==> src/rtl/hdmi_i2c_arbiter.sv <==
// Round-robin arbiter that shares one HDMI I2C write engine between the
// configuration sequencer (port 0) and the runtime register port (port 1).
module hdmi_i2c_arbiter #(
  parameter int MAX_RETRY   = 3,
  parameter int TIMEOUT_CYC = 4095,
  parameter int GAP_CYC     = 4
) (
  input  logic        clk,
  input  logic        reset,
  input  logic [1:0]  req_valid,
  input  logic [23:0] req_data0,
  input  logic [23:0] req_data1,
  output logic [1:0]  req_ready,
  output logic [1:0]  rsp_valid,
  output logic        rsp_err,
  output logic [23:0] eng_data,
  output logic        eng_start,
  input  logic        eng_done,
  input  logic        eng_ack_err,
  output logic        busy,
  output logic [7:0]  err_count
);

  localparam int RW = $clog2(MAX_RETRY + 2);
  localparam int TW = $clog2(TIMEOUT_CYC + 1);
  localparam int GW = $clog2(GAP_CYC + 1);
  localparam logic [RW-1:0] RETRY_MAX = RW'(MAX_RETRY);
  localparam logic [TW-1:0] TMO_LAST  = TW'(TIMEOUT_CYC - 1);
  localparam logic [GW-1:0] GAP_LAST  = GW'(GAP_CYC - 1);

  typedef enum logic [2:0] {
    IDLE    = 3'd0,
    ISSUE   = 3'd1,
    WAIT    = 3'd2,
    BACKOFF = 3'd3,
    RESP    = 3'd4,
    GAP     = 3'd5
  } state_t;

  state_t          state_r;
  logic            last_grant_r;
  logic            owner_r;
  logic [RW-1:0]   retry_r;
  logic [TW-1:0]   tmo_r;
  logic [GW-1:0]   gap_r;
  logic [23:0]     eng_data_r;
  logic            eng_start_r;
  logic [1:0]      rsp_valid_r;
  logic            rsp_err_r;
  logic            busy_r;
  logic [7:0]      err_count_r;
  logic            grant_s;
  logic            grant_vld_s;

  function automatic logic [7:0] sat_inc(input logic [7:0] v);
    if (v == 8'hFF) return v;
    else return v + 8'd1;
  endfunction

  // Idle-state grant decision; reset is folded in so req_ready stays low during reset.
  always_comb begin
    grant_vld_s = 1'b0;
    grant_s     = 1'b0;
    if (reset && (state_r == IDLE)) begin
      case (req_valid)
        2'b01:   begin grant_vld_s = 1'b1; grant_s = 1'b0;          end
        2'b10:   begin grant_vld_s = 1'b1; grant_s = 1'b1;          end
        2'b11:   begin grant_vld_s = 1'b1; grant_s = ~last_grant_r; end
        default: begin grant_vld_s = 1'b0; grant_s = 1'b0;          end
      endcase
    end else begin
      grant_vld_s = 1'b0;
      grant_s     = 1'b0;
    end
  end

  assign req_ready = grant_vld_s ? (grant_s ? 2'b10 : 2'b01) : 2'b00;
  assign rsp_valid = rsp_valid_r;
  assign rsp_err   = rsp_err_r;
  assign eng_data  = eng_data_r;
  assign eng_start = eng_start_r;
  assign busy      = busy_r;
  assign err_count = err_count_r;

  // Transfer sequencer: strobes are registered on the edge entering their state.
  always_ff @(posedge clk or negedge reset) begin
    if (!reset) begin
      state_r      <= IDLE;
      last_grant_r <= 1'b1;
      owner_r      <= 1'b0;
      retry_r      <= '0;
      tmo_r        <= '0;
      gap_r        <= '0;
      eng_data_r   <= 24'h000000;
      eng_start_r  <= 1'b0;
      rsp_valid_r  <= 2'b00;
      rsp_err_r    <= 1'b0;
      busy_r       <= 1'b0;
      err_count_r  <= 8'h00;
    end else begin
      eng_start_r <= 1'b0;
      rsp_valid_r <= 2'b00;
      rsp_err_r   <= 1'b0;
      case (state_r)
        IDLE: begin
          if (grant_vld_s) begin
            eng_data_r   <= grant_s ? req_data1 : req_data0;
            owner_r      <= grant_s;
            last_grant_r <= grant_s;
            retry_r      <= '0;
            eng_start_r  <= 1'b1;
            busy_r       <= 1'b1;
            state_r      <= ISSUE;
          end
        end
        ISSUE: begin
          tmo_r   <= '0;
          state_r <= WAIT;
        end
        WAIT: begin
          tmo_r <= tmo_r + TW'(1);
          // A completion on the final timeout cycle still counts as a completion.
          if (eng_done) begin
            if (!eng_ack_err) begin
              rsp_valid_r <= owner_r ? 2'b10 : 2'b01;
              rsp_err_r   <= 1'b0;
              state_r     <= RESP;
            end else if (retry_r < RETRY_MAX) begin
              retry_r <= retry_r + RW'(1);
              gap_r   <= '0;
              state_r <= BACKOFF;
            end else begin
              rsp_valid_r <= owner_r ? 2'b10 : 2'b01;
              rsp_err_r   <= 1'b1;
              state_r     <= RESP;
            end
          end else if (tmo_r == TMO_LAST) begin
            rsp_valid_r <= owner_r ? 2'b10 : 2'b01;
            rsp_err_r   <= 1'b1;
            state_r     <= RESP;
          end
        end
        BACKOFF: begin
          gap_r <= gap_r + GW'(1);
          if (gap_r == GAP_LAST) begin
            eng_start_r <= 1'b1;
            state_r     <= ISSUE;
          end
        end
        RESP: begin
          if (rsp_err_r) err_count_r <= sat_inc(err_count_r);
          gap_r   <= '0;
          state_r <= GAP;
        end
        GAP: begin
          gap_r <= gap_r + GW'(1);
          if (gap_r == GAP_LAST) begin
            busy_r  <= 1'b0;
            state_r <= IDLE;
          end
        end
        default: begin
          busy_r  <= 1'b0;
          state_r <= IDLE;
        end
      endcase
    end
  end

endmodule

==> config.mk <==
export PLATFORM = sky130hd
export DESIGN_NAME = hdmi_i2c_arbiter
export DESIGN_NICKNAME = d
export VERILOG_FILES = /design/src/rtl/hdmi_i2c_arbiter.sv
export SDC_FILE = /design/constraint.sdc
export NUM_CORES = 1
export LEC_CHECK = 0
export CAP_MARGIN = 20
export CORE_MARGIN = 1.5
export CORE_UTILIZATION = 52
export CTS_BUF_LIST = sky130_fd_sc_hd__clkbuf_2
export CTS_CLUSTER_SIZE = 16
export DETAILED_ROUTE_END_ITERATION = 12
export GPL_TIMING_DRIVEN = 0
export PLACE_DENSITY = 0.92
export SYNTH_ARGS = -nofsm -noshare
export SYNTH_HDL_FRONTEND = slang
export SYNTH_SLANG_ARGS = --single-unit
==> constraint.sdc <==
create_clock -name clk -period 2.9 [get_ports clk]
set_input_delay 0.725 -clock clk [delete_from_list [all_inputs] [get_ports clk]]
set_output_delay 0.725 -clock clk [all_outputs]
set_load 0.01 [all_outputs]
# Word-level counts from Yosys, hierarchy flattened
# Index checks and enable logic that the tools add are counted.
[totals]
ff_bits = 60
output_inout_bits = 39
elab_cells = 94
[op_classes]
addsub = 4
magnitude_cmp = 1
n_eq_ne = 18
n_mux = 42
bitwise_logic = 3
n_reduce_logical = 14
[ops]
columns = ["operator", "n"]
rows = [
  ["2-to-1 mux 3 bit", 14],
  ["2-to-1 mux 24 bit", 1],
  ["case mux 12 bit (2 select lines)", 1],
  ["case mux 3 bit (6 select lines)", 1],
  ["2-to-1 mux 2 bit", 8],
  ["adder 12 x 1 -> 12 bit, second input constant", 1],
  ["== test 12 bit, second input constant", 1],
  ["2-to-1 mux 1 bit", 12],
  ["inequality test 2 bit, second input constant", 6],
  ["== test 3 x 2 -> 1 bit, second input constant", 3],
  ["case mux 3 bit (3 select lines)", 1],
  ["adder 8 x 1 -> 8 bit, second input constant", 1],
  ["== test 8 bit, second input constant", 1],
  ["AND reduction 4 bit", 2],
  ["adder 3 x 1 -> 3 bit, second input constant", 2],
  ["== test 3 bit, second input constant", 2],
  ["case mux 3 bit (2 select lines)", 1],
  ["AND reduction 3 bit", 2],
  ["AND reduction 5 bit", 1],
  ["== test 2 bit, second input constant", 2],
  ["case mux 1 bit (2 select lines)", 2],
  ["nonzero test 2 bit", 2],
  ["OR reduction 4 bit", 1],
  ["== test 3 x 1 -> 1 bit, second input constant", 1],
  ["other kinds (11)", 13],
]

# Depth between registers and ports, before layout
# Gate-level depths: netlist of run 1.
[depth]
word_depth = 6
ltp_mapped = 6
mapped_depth_nobuf = 6

# Worst setup path after synthesis of run 1
# No wires, ideal clock.
[synth_path]
kind = "in2out"
from = "input req_valid[0]"
to = "output req_ready[0]"
arrival_time_ns = 1.398
t_required_ns = 2.175
setup_slack_ns = 0.777
stages = 5
n_path_buf = 2
path_cell_list = "nand2_1 -> and4_1 -> buf_6 -> nor2_4 -> buf_4"
[synth_between]
elab_chain_len = 5
word_cells_on_any_way = 10
cone_classes = "3 x eq/ne; 6 x mux; 1 x reduce/logical"
[synth_rtl]
columns = ["item", "line_no", "source"]
rows = [
  ["from (decl)", "10", "input logic [1:0] req_valid,"],
  ["== test 2 bit or == test 2 x 1 -> 1 bit (tied branches)", "65", "case (req_valid)"],
  ["case mux 1 bit (2 select lines) or OR reduction 3 bit (tied branches)", "--", ""],
  ["2-to-1 mux 1 bit, on equally long branches", "64, 65", ""],
  ["2-to-1 mux 2 bit or 2-to-1 mux 1 bit (tied branches)", "77, 64", ""],
  ["2-to-1 mux 2 bit (*)", "77", "assign req_ready = grant_vld_s ? (grant_s ? 2'b10 : 2'b01) : 2'b00;"],
  ["to (decl)", "13", "output logic [1:0] req_ready,"],
]
# Mark *: on every way between the ends. The rest lies on a longest branch, timed or not.

# Worst setup path in the final report of run 1
[layout_path]
from = "input req_valid[0]"
to = "output req_ready[1]"
# The elaborated chain is that of the path after synthesis.

==> results of run 1 <==
## flip-flops by register name, indices dropped and copies added (netlist names)
signal,cells
busy,1
eng_data,24
eng_start,1
err_count,8
gap_r,3
last_grant_r,1
owner_r,1
retry_r,3
rsp_err,1
rsp_valid,2
state_r,3
tmo_r,12
## cell usage after synthesis, types with 2 or more instances
cell type | n | area, um^2
o21ai_0 | 11 | 55.1
nor2b_1 | 3 | 18.8
nand2b_1 | 5 | 31.3
o221ai_1 | 2 | 17.5
nand4_1 | 5 | 31.3
a21o_1 | 27 | 203
buf_2 | 5 | 25.0
nor2_1 | 12 | 45.0
dfrtp_1 | 59 | 1480
buf_4 | 2 | 15.0
clkbuf_1 | 3 | 11.3
buf_6 | 4 | 45.0
ha_1 | 6 | 75.1
nand2_1 | 28 | 105
mux2i_1 | 7 | 70.1
nor2_4 | 2 | 22.5
nand3_1 | 10 | 50.1
a31oi_1 | 4 | 25.0
and3_1 | 5 | 31.3
o21a_1 | 2 | 15.0
xor2_1 | 7 | 61.3
nor3_1 | 5 | 25.0
a22o_1 | 24 | 210
a21oi_1 | 8 | 40.0
inv_1 | 5 | 18.8
## timing repair
action	CTS	global route
setup buffers	3	0
endpoints found under the setup margin	2	1
pin swaps	1	0
resized for setup	7	3
gates cloned	0	0
## report_power, final
group	switching, mW	internal, mW	leakage, nW
combinational	0.784	0.943	1.12
sequential	0.199	1.12	0.767
clock	0.298	0.117	0.0631
total	1.28	2.18	1.95
## cells by family after synthesis
kind of cell	synth area share
DFF	0.510
adders and majority gates	0.0255
buffers and inverters	0.0391
and+or+nand+nor	0.156
muxes	0.0276
xor gates and xnor gates	0.0238
AOI/OAI and AO/OA	0.217
## final cells by class
class	instances	area, um^2
multi-input combinational	195	1340
tap	72	90.1
buffer	14	100
timing repair buffer	96	955
sequential	60	1510
clock buffer	12	60.1
fill	384	1390
clock inverter	4	18.8
inverter	5	18.8
## metal layers
metal | global-route usage | share of wire | up-vias | routed length [um]
met1 | 0.327 | 0.43 | 1250 | 3330
met3 | 0.0837 | 0.048 | 22 | 374
met4 | 0.116 | 0.028 | 0 | 216
met2 | 0.434 | 0.49 | 86 | 3810
met5 | 0 | 0 | - | 0
li1 | - | - | 1212 | -
## through the flow
stage | hold WS, ps | TNS (ps) | total power [mW] | instances
floorplan | 429 | 0 | 2.28 | 274
global placement | 462 | -100620 | 2.91 | 438
detailed placement | 458 | -898 | 3.01 | 439
CTS | 96.0 | 0 | 3.46 | 458
global route | 92.6 | 0 | 3.68 | 458
finish | 108 | 0 | 3.46 | 458
## layout by cell type (no fill, tap or decap), drive strengths merged, types with 2 or more instances in the layout
master / count
clkdlybuf4s50: 89
o21a: 2
xor2: 7
a22o: 24
o221ai: 2
nor2b: 3
nand3: 10
o21ai: 12
a21o: 27
dfrtp: 59
mux2i: 7
a21oi: 8
clkinv: 4
nand2: 29
ha: 6
nor3: 6
buf: 16
nand2b: 5
and3: 5
nor2: 14
nor3b: 2
a31oi: 4
clkbuf: 16
nand4: 5
inv: 5
## final timing paths
path	from	endpoint	slack (ps)
max	req_valid[0]	req_ready[1]	100
min reg2reg	owner_r$_DFFE_PN0P_	rsp_valid[0]$_DFF_PN0_	470
max in group asynchronous	reset	tmo_r[0]$_DFFE_PN0P_	2250
min	reset	gap_r[2]$_DFFE_PN0P_	110
min in group clk	owner_r$_DFFE_PN0P_	rsp_valid[0]$_DFF_PN0_	470
max reg2reg	state_r[0]$_DFFE_PN0P_	eng_data[10]$_DFFE_PN0P_	1130
==> impl_metrics.csv, run 1 <==
group,metric,value,unit
synthesis,syn_area,2940,um^2
timing,setup_viol,0,
timing,grt_setup_unrepaired,"no",
clocking,clock_sinks,60,
drt,vias,2570,
setup_path,start_kind,"input pin",
timing,fin_crit_sh,0.965,
outcome,outcome,"completed",
clocking,cts_root_buf,"clkbuf_2",
power_and_ir_drop,powerDensity,846,nW/um^2
drt,drt_iter0_markers,212,
die,io-pin-count,93,
global_routing,antenna_found_initial,0,
drt,routed_wl,7.74,mm
setup_path,critPathMaxStageDelay,500,ps
clocking,cts_buffers,9,
power_and_ir_drop,p_leak,1.95,nW
timing,fmax,357,MHz
timing,finalClockSkew,35.8,ps
synthesis,ys_seq_area_frac,0.510,
setup_path,critPathSlowestCell,"clkdlybuf4s50_1",
hold_path,hp-class,"input pin to asynchronous set/reset pin",
setup_path,path_depth,6,
global_routing,grt_first_pass_wirelength,12.5,mm
drt,first_pass_iters,4,
place,port_buffers,92,
die,die_y,78.2,um
synthesis,synth_edf_count,0,
timing,period_needed,2800,ps
die,initial_core_util,0.538,
drt,antenna_left,0,
setup_path,end_kind,"output port",
setup_path,cp_cell_sequence,"clkdlybuf4s50_1, nand2_1, and4_1, buf_6, buf_6, dlygate4sd2_1",
place,gp_congestion,0.818,
timing,drv_slew,0,
global_routing,overflow,0,
die,rows,27,
clocking,cts_tree,"yes",
setup_path,worst_path_most_repeated_cell,"buf_6",
global_routing,grt_pass1_vias,2561,
drt,routed_via_density,5.61,
synthesis,ys_types,48,
clocking,clk_pin_slew,180,ps
setup_path,reg2regPathDepth,7,
place,dpl_cell_area,3970,um^2
global_routing,grt_max_degree,35,
power_and_ir_drop,peakVddDrop,0.378,mV
finish,layout-drive-gt1-share,0.111,
setup_path,critPathArrivalTime,2070,ps
setup_path,cp_max_fo,10,
place,dp_slack,-605,ps
run,cap_viol_max_count,0,
global_routing,grt_use_total,0.267,
die,die_w,78.2,um
finish,postLayoutCoreUtil,0.746,
setup_path,worstSetupPathType,"input pin to output port",
synthesis,syn_inst,274,
synthesis,synth_seq_cells,60,
timing,hold_viol_final,0,
setup_path,cp_top_family,"buffers and inverters",
setup_path,worst_ep_required_time,2170,ps
synthesis,synth.avg_cell_area,10.7,um^2
setup_path,path_buf_inv,4,
drt,route.detailed.wl_per_inst,16.9,um
finish,design_area,4090,um^2
die,die-area,6120,um^2
place,hpwl,5.63,mm
timing,slew_headroom,0.722,
timing,worstMarginPinSlew,417,ps
finish,areaGrowthSynthToFinish,38.8,%
die,fp.coreArea,5470,um^2
finish,diodes,0,
clocking,clk_latency,500,ps
synthesis,synth-async-reset-ratio,1.00,
synthesis,ys.flop_type,"dfrtp_1",
clocking,ctsHoldBuffers,0,
synthesis,synth_nets,334,
synthesis,yosysWarnings,0,
finish,nNetsFinal,441,
drt,drc,0,
clocking,cts_max_path_buffers,2,
clocking,htree_levels,3,
timing,fin_ws,103,ps
Power figures use the tool's default switching activity.
==> inputs of run 2 (changes only) <==
--- a/config.mk
+++ b/config.mk
@@ -12,7 +12,7 @@
 export CTS_CLUSTER_SIZE = 16
 export DETAILED_ROUTE_END_ITERATION = 12
 export GPL_TIMING_DRIVEN = 0
-export PLACE_DENSITY = 0.92
+export PLACE_DENSITY_LB_ADDON = 0.1
 export SYNTH_ARGS = -nofsm -noshare
 export SYNTH_HDL_FRONTEND = slang
 export SYNTH_SLANG_ARGS = --single-unit
==> constraint.sdc (replaced) <==
create_clock -name clk -period 2.9 [get_ports clk]
set_input_delay 0.725 -clock clk [delete_from_list [all_inputs] [get_ports clk]]
set_output_delay 0.725 -clock clk [all_outputs]
set_load 0.1 [all_outputs]
==> impl_metrics.csv, run 2 (same netlist as run 1, synthesis figures left out) <==
group,metric,value,unit
power_and_ir_drop,finalPower,4.74,mW
place,hpwl,5.21,mm
drt,route.detailed.wl_per_inst,15.9,um
die,initial_core_util,0.538,
setup_path,end_kind,"output port",
finish,nNetsFinal,440,
setup_path,r2r_slack,1060,ps
drt,antenna_left,0,
drt,routed_wl,7.28,mm
drt,vias,2564,
setup_path,r2r_end,"eng_data[8]$_DFFE_PN0P_",
global_routing,grt_use_total,0.252,
clocking,htree_levels,3,
timing,fin_crit_sh,0.969,
timing,fmax,356,MHz
timing,finalClockSkew,25.6,ps
clocking,cts_tree,"yes",
power_and_ir_drop,powerDensity,1150,nW/um^2
clocking,clock_sinks,60,
drt,first_pass_iters,4,
die,die_y,78.2,um
global_routing,grt_max_degree,26,
clocking,cts_root_buf,"clkbuf_2",
die,rows,27,
clocking,cts_max_path_buffers,2,
finish,mostFrequentLayoutCells,"clkdlybuf4s50_1, dfrtp_1, nand2_1",
timing,setup_viol,0,
global_routing,grt_first_pass_wirelength,11.8,mm
finish,areaGrowthSynthToFinish,40.3,%
setup_path,critPathArrivalTime,2090,ps
setup_path,critPathMaxStageDelay,510,ps
finish,layout-drive-gt1-share,0.106,
drt,drc,0,
place,port_buffers,92,
global_routing,overflow,0,
hold_path,hp-class,"input pin to asynchronous set/reset pin",
place,gp_congestion,0.859,
finish,final_common_cell,"clkdlybuf4s50_1",
timing,hold_viol_final,0,
setup_path,cp_max_fo,10,
timing,worstMarginPinSlew,1000,ps
finish,diodes,0,
global_routing,antenna_found_initial,0,
setup_path,worstSetupPathType,"register to output port",
die,die-area,6120,um^2
timing,drv_slew,0,
setup_path,worst_ep_required_time,2170,ps
outcome,outcome,"completed",
clocking,ctsHoldBuffers,0,
setup_path,rr_startpoint,"state_r[0]$_DFFE_PN0P_",
timing,slew_headroom,0.328,
die,die_w,78.2,um
drt,drt_iter0_markers,163,
clocking,clk_latency,480,ps
run,cap_viol_max_count,0,
power_and_ir_drop,peakVddDrop,0.712,mV
global_routing,grt_pass1_vias,2502,
finish,fillers,402,
setup_path,critPathSlowestCell,"dfrtp_1",
setup_path,worst_path_most_repeated_cell,"buf_6",
clocking,cts_buffers,9,
finish,largest_reg_flops,24,
setup_path,cp_cell_sequence,"nor3_2, and4_1, buf_6, buf_6, buf_6",
power_and_ir_drop,p_leak,2.01,nW
setup_path,start_kind,"register",
timing,period_needed,2810,ps
die,fp.coreArea,5470,um^2
clocking,clk_pin_slew,160,ps
die,io-pin-count,93,
drt,routed_via_density,5.61,
setup_path,reg2regPathDepth,7,
timing,tns,0,ps
-- run 2: changes by cell type in the layout (fill, tap and decap cells not counted), sizes merged --
cell / previous run / this run
dlymetal6s2s: 0 / 3
bufbuf: 0 / 1
clkinv: 4 / 3
dlygate4sd2: 1 / 0
clkdlybuf4s50: 89 / 86
-- run 2: worst max-delay path by stage --
stage                                 startpoint            to  slack, ps  depth (start not counted)
after floorplan                     req_valid[0]  req_ready[0]        610                          5
after global placement                     reset  req_ready[0]      -3250                          6
after detailed placement                   reset  req_ready[0]      -1410                          7
after CTS                           req_valid[0]  req_ready[0]         20                          6
after global routing      state_r[0]$_DFFE_PN0P_  req_ready[1]        -20                          5
final                     state_r[0]$_DFFE_PN0P_  req_ready[1]         90                          5
-- run 2: final cells by class --
class,instances,area [um^2],area share
multi-input combinational,195,1330,0.322
tap,72,90.1,0.0218
timing repair buffer,95,1010,0.244
buffer,14,100,0.0242
sequential,60,1500,0.364
inverter,5,18.8,0.00454
clock buffer,13,65.1,0.0158
clock inverter,3,13.8,0.00333
-- run 2: through the flow --
step	utilization	instances	area, um^2	hold slack [ps]	worst slack (ps)
finish	0.755	457	4130	70.5	89.7
floorplan	-	274	2940	429	609
CTS	0.750	457	4110	57.5	21.6
global placement	0.723	438	3960	469	-3250
detailed placement	0.725	439	3970	475	-1410
global route	0.755	457	4130	53.4	-20.0
-- run 2: where the power goes --
part           total (mW)  switching, mW  internal [mW]
registers            1.31          0.199           1.11
logic                3.02           2.08          0.937
clock network       0.407          0.285          0.122
total                4.74           2.57           2.17
-- run 2: repair_timing --
action,CTS,global route
resized for setup,17,7
cloned,1,0
setup endpoints to repair,2,3
setup buffers,1,0
pin swaps,1,0
-- run 2: worst max-delay path: cells and delay by family (launching register included) --
| kind | cells | cell delay [ps] |
|---|---|---|
| simple gates | 2 | 550 |
| buf+inv | 3 | 550 |
| flops | 1 | 510 |
-- run 2: metal layers --
layer	global-route usage	vias up	wire, um
li1	-	1219	-
met1	0.316	1244	3130
met5	0	-	0
met2	0.414	86	3560
met4	0.134	0	197
met3	0.0488	15	390
==> inputs of run 3 (changes only) <==
--- a/config.mk
+++ b/config.mk
@@ -11,7 +11,7 @@
 export CTS_BUF_LIST = sky130_fd_sc_hd__clkbuf_2
 export CTS_CLUSTER_SIZE = 16
 export DETAILED_ROUTE_END_ITERATION = 12
-export GPL_TIMING_DRIVEN = 0
+export HOLD_SLACK_MARGIN = 0.08
 export PLACE_DENSITY_LB_ADDON = 0.1
 export SYNTH_ARGS = -nofsm -noshare
 export SYNTH_HDL_FRONTEND = slang
==> impl_metrics.csv, run 3 (same netlist as run 1, synthesis figures left out) <==
group,metric,value,unit
outcome,outcome,"completed",
finish,diodes,0,
timing,period_needed,2640,ps
power_and_ir_drop,peakVddDrop,0.659,mV
drt,routed_via_density,5.70,
power_and_ir_drop,powerDensity,1180,nW/um^2
setup_path,critPathArrivalTime,1910,ps
die,rows,27,
run,cap_viol_max_count,0,
place,gp_congestion,0.779,
drt,dr_wl_met3,374,um
global_routing,grt_pass1_vias,2474,
die,io-pin-count,93,
setup_path,cp-startpoint,"req_valid[1]",
hold_path,hp-class,"input pin to asynchronous set/reset pin",
clocking,cts_buffers,9,
timing,setup_viol,0,
die,fp.coreArea,5470,um^2
timing,hold_viol_final,0,
power_and_ir_drop,clkPwrFrac,0.088,
clocking,clk_pin_slew,150,ps
timing,fin_crit_sh,0.909,
die,die_w,78.2,um
setup_path,cp_max_fo,3,
timing,tns,0,ps
clocking,cts_max_path_buffers,2,
finish,final_common_cell,"dfrtp_1",
finish,layout-drive-gt1-share,0.193,
setup_path,worstSetupPathType,"input pin to output port",
power_and_ir_drop,seqPwrFrac,0.278,
drt,first_pass_iters,4,
timing,fmax,379,MHz
drt,drt_iter0_markers,171,
power_and_ir_drop,power_switching,2.56,mW
global_routing,grt_first_pass_wirelength,11.6,mm
drt,top_layer,"met4",
die,die_y,78.2,um
drt,vias,2565,
global_routing,grt_max_degree,50,
place,hpwl,5.15,mm
finish,postLayoutCoreUtil,0.719,
finish,areaGrowthSynthToFinish,33.6,%
die,die-area,6120,um^2
timing,drv_slew,0,
global_routing,overflow,0,
power_and_ir_drop,p_leak,1.96,nW
drt,drt-met1-wl,3.17,mm
clocking,clk_latency,460,ps
timing,worstMarginPinSlew,628,ps
drt,routed_wl,7.24,mm
finish,nNetsFinal,433,
finish,mostFrequentLayoutCells,"dfrtp_1, clkdlybuf4s50_1, buf_4",
timing,slew_headroom,0.581,
timing,finalClockSkew,38.5,ps
global_routing,grt_use_total,0.242,
setup_path,reg2regPathDepth,5,
die,initial_core_util,0.538,
setup_path,start_kind,"input pin",
drt,drc,0,
setup_path,worst_ep_required_time,2170,ps
clocking,postCtsSetupRepairBufs,0,
timing,grt_setup_unrepaired,"no",
drt,antenna_left,0,
clocking,cts_root_buf,"clkbuf_2",
setup_path,r2r_slack,1150,ps
clocking,cts-resized-gates,0,
clocking,cts_tree,"yes",
setup_path,rr_startpoint,"state_r[1]$_DFFE_PN0P_",
setup_path,end_kind,"output port",
finish,largest_reg_flops,24,
power_and_ir_drop,power_switching_share,0.551,
power_and_ir_drop,power_frac_comb,0.634,
clocking,ctsHoldBuffers,0,
global_routing,antenna_found_initial,0,
place,port_buffers,92,
clocking,clock_sinks,60,
power_and_ir_drop,cellInternalPower,2.09,mW
clocking,htree_levels,3,
drt,route.detailed.wl_per_inst,16.1,um
drt,wl_met2,3.56,mm
==> run 3: final timing paths <==
| kind | end |
|---|---|
| worst max-delay path | req_ready[1] |
| worst min-delay path | eng_data[21]$_DFFE_PN0P_ |
| worst max register to register | tmo_r[9]$_DFFE_PN0P_ |
| worst min register to register | rsp_valid[0]$_DFF_PN0_ |
| max in group asynchronous | tmo_r[11]$_DFFE_PN0P_ |
| min in group clk | rsp_valid[0]$_DFF_PN0_ |
==> run 3: through the flow <==
step	hold slack, ps	instance area (um^2)	setup slack [ps]	instances	total power, mW
finish	253	3930	263	450	4.65
global route	217	3930	189	450	4.88
CTS	206	3930	269	450	4.66
detailed placement	464	3860	283	434	4.26
global placement	462	3860	287	434	4.19
floorplan	429	2940	609	274	3.59
==> run 3: final cells by class <==
class                           instances  area, um^2
Fill cell                             428        1540
Clock inverter                          2        7.51
Tap cell                               72        90.1
Multi-Input combinational cell        195        1330
Sequential cell                        60        1500
Timing Repair Buffer                  102         918
Inverter                                5        18.8
Clock buffer                           14        70.1
==> run 3: power groups by stage <==
stage               registers [mW]  clock network [mW]  logic (mW)
floorplan                     2.65                   0       0.938
global placement              1.30                   0        2.90
detailed placement            1.31                   0        2.95
CTS                           1.29               0.420        2.96
global route                  1.32               0.457        3.10
finish                        1.29               0.411        2.94
==> run 3: worst max-delay path: stages <==
cell and delay [ps]:
clkdlybuf4s50_1 500, and4_1 330, buf_4 190, buf_12 170
==> run 3: per-layer routing <==
metal  GRT usage  vias up
li1            -     1207
met1       0.301     1262
met2       0.410       82
met3      0.0488       14
met4       0.105        0
met5           0        -
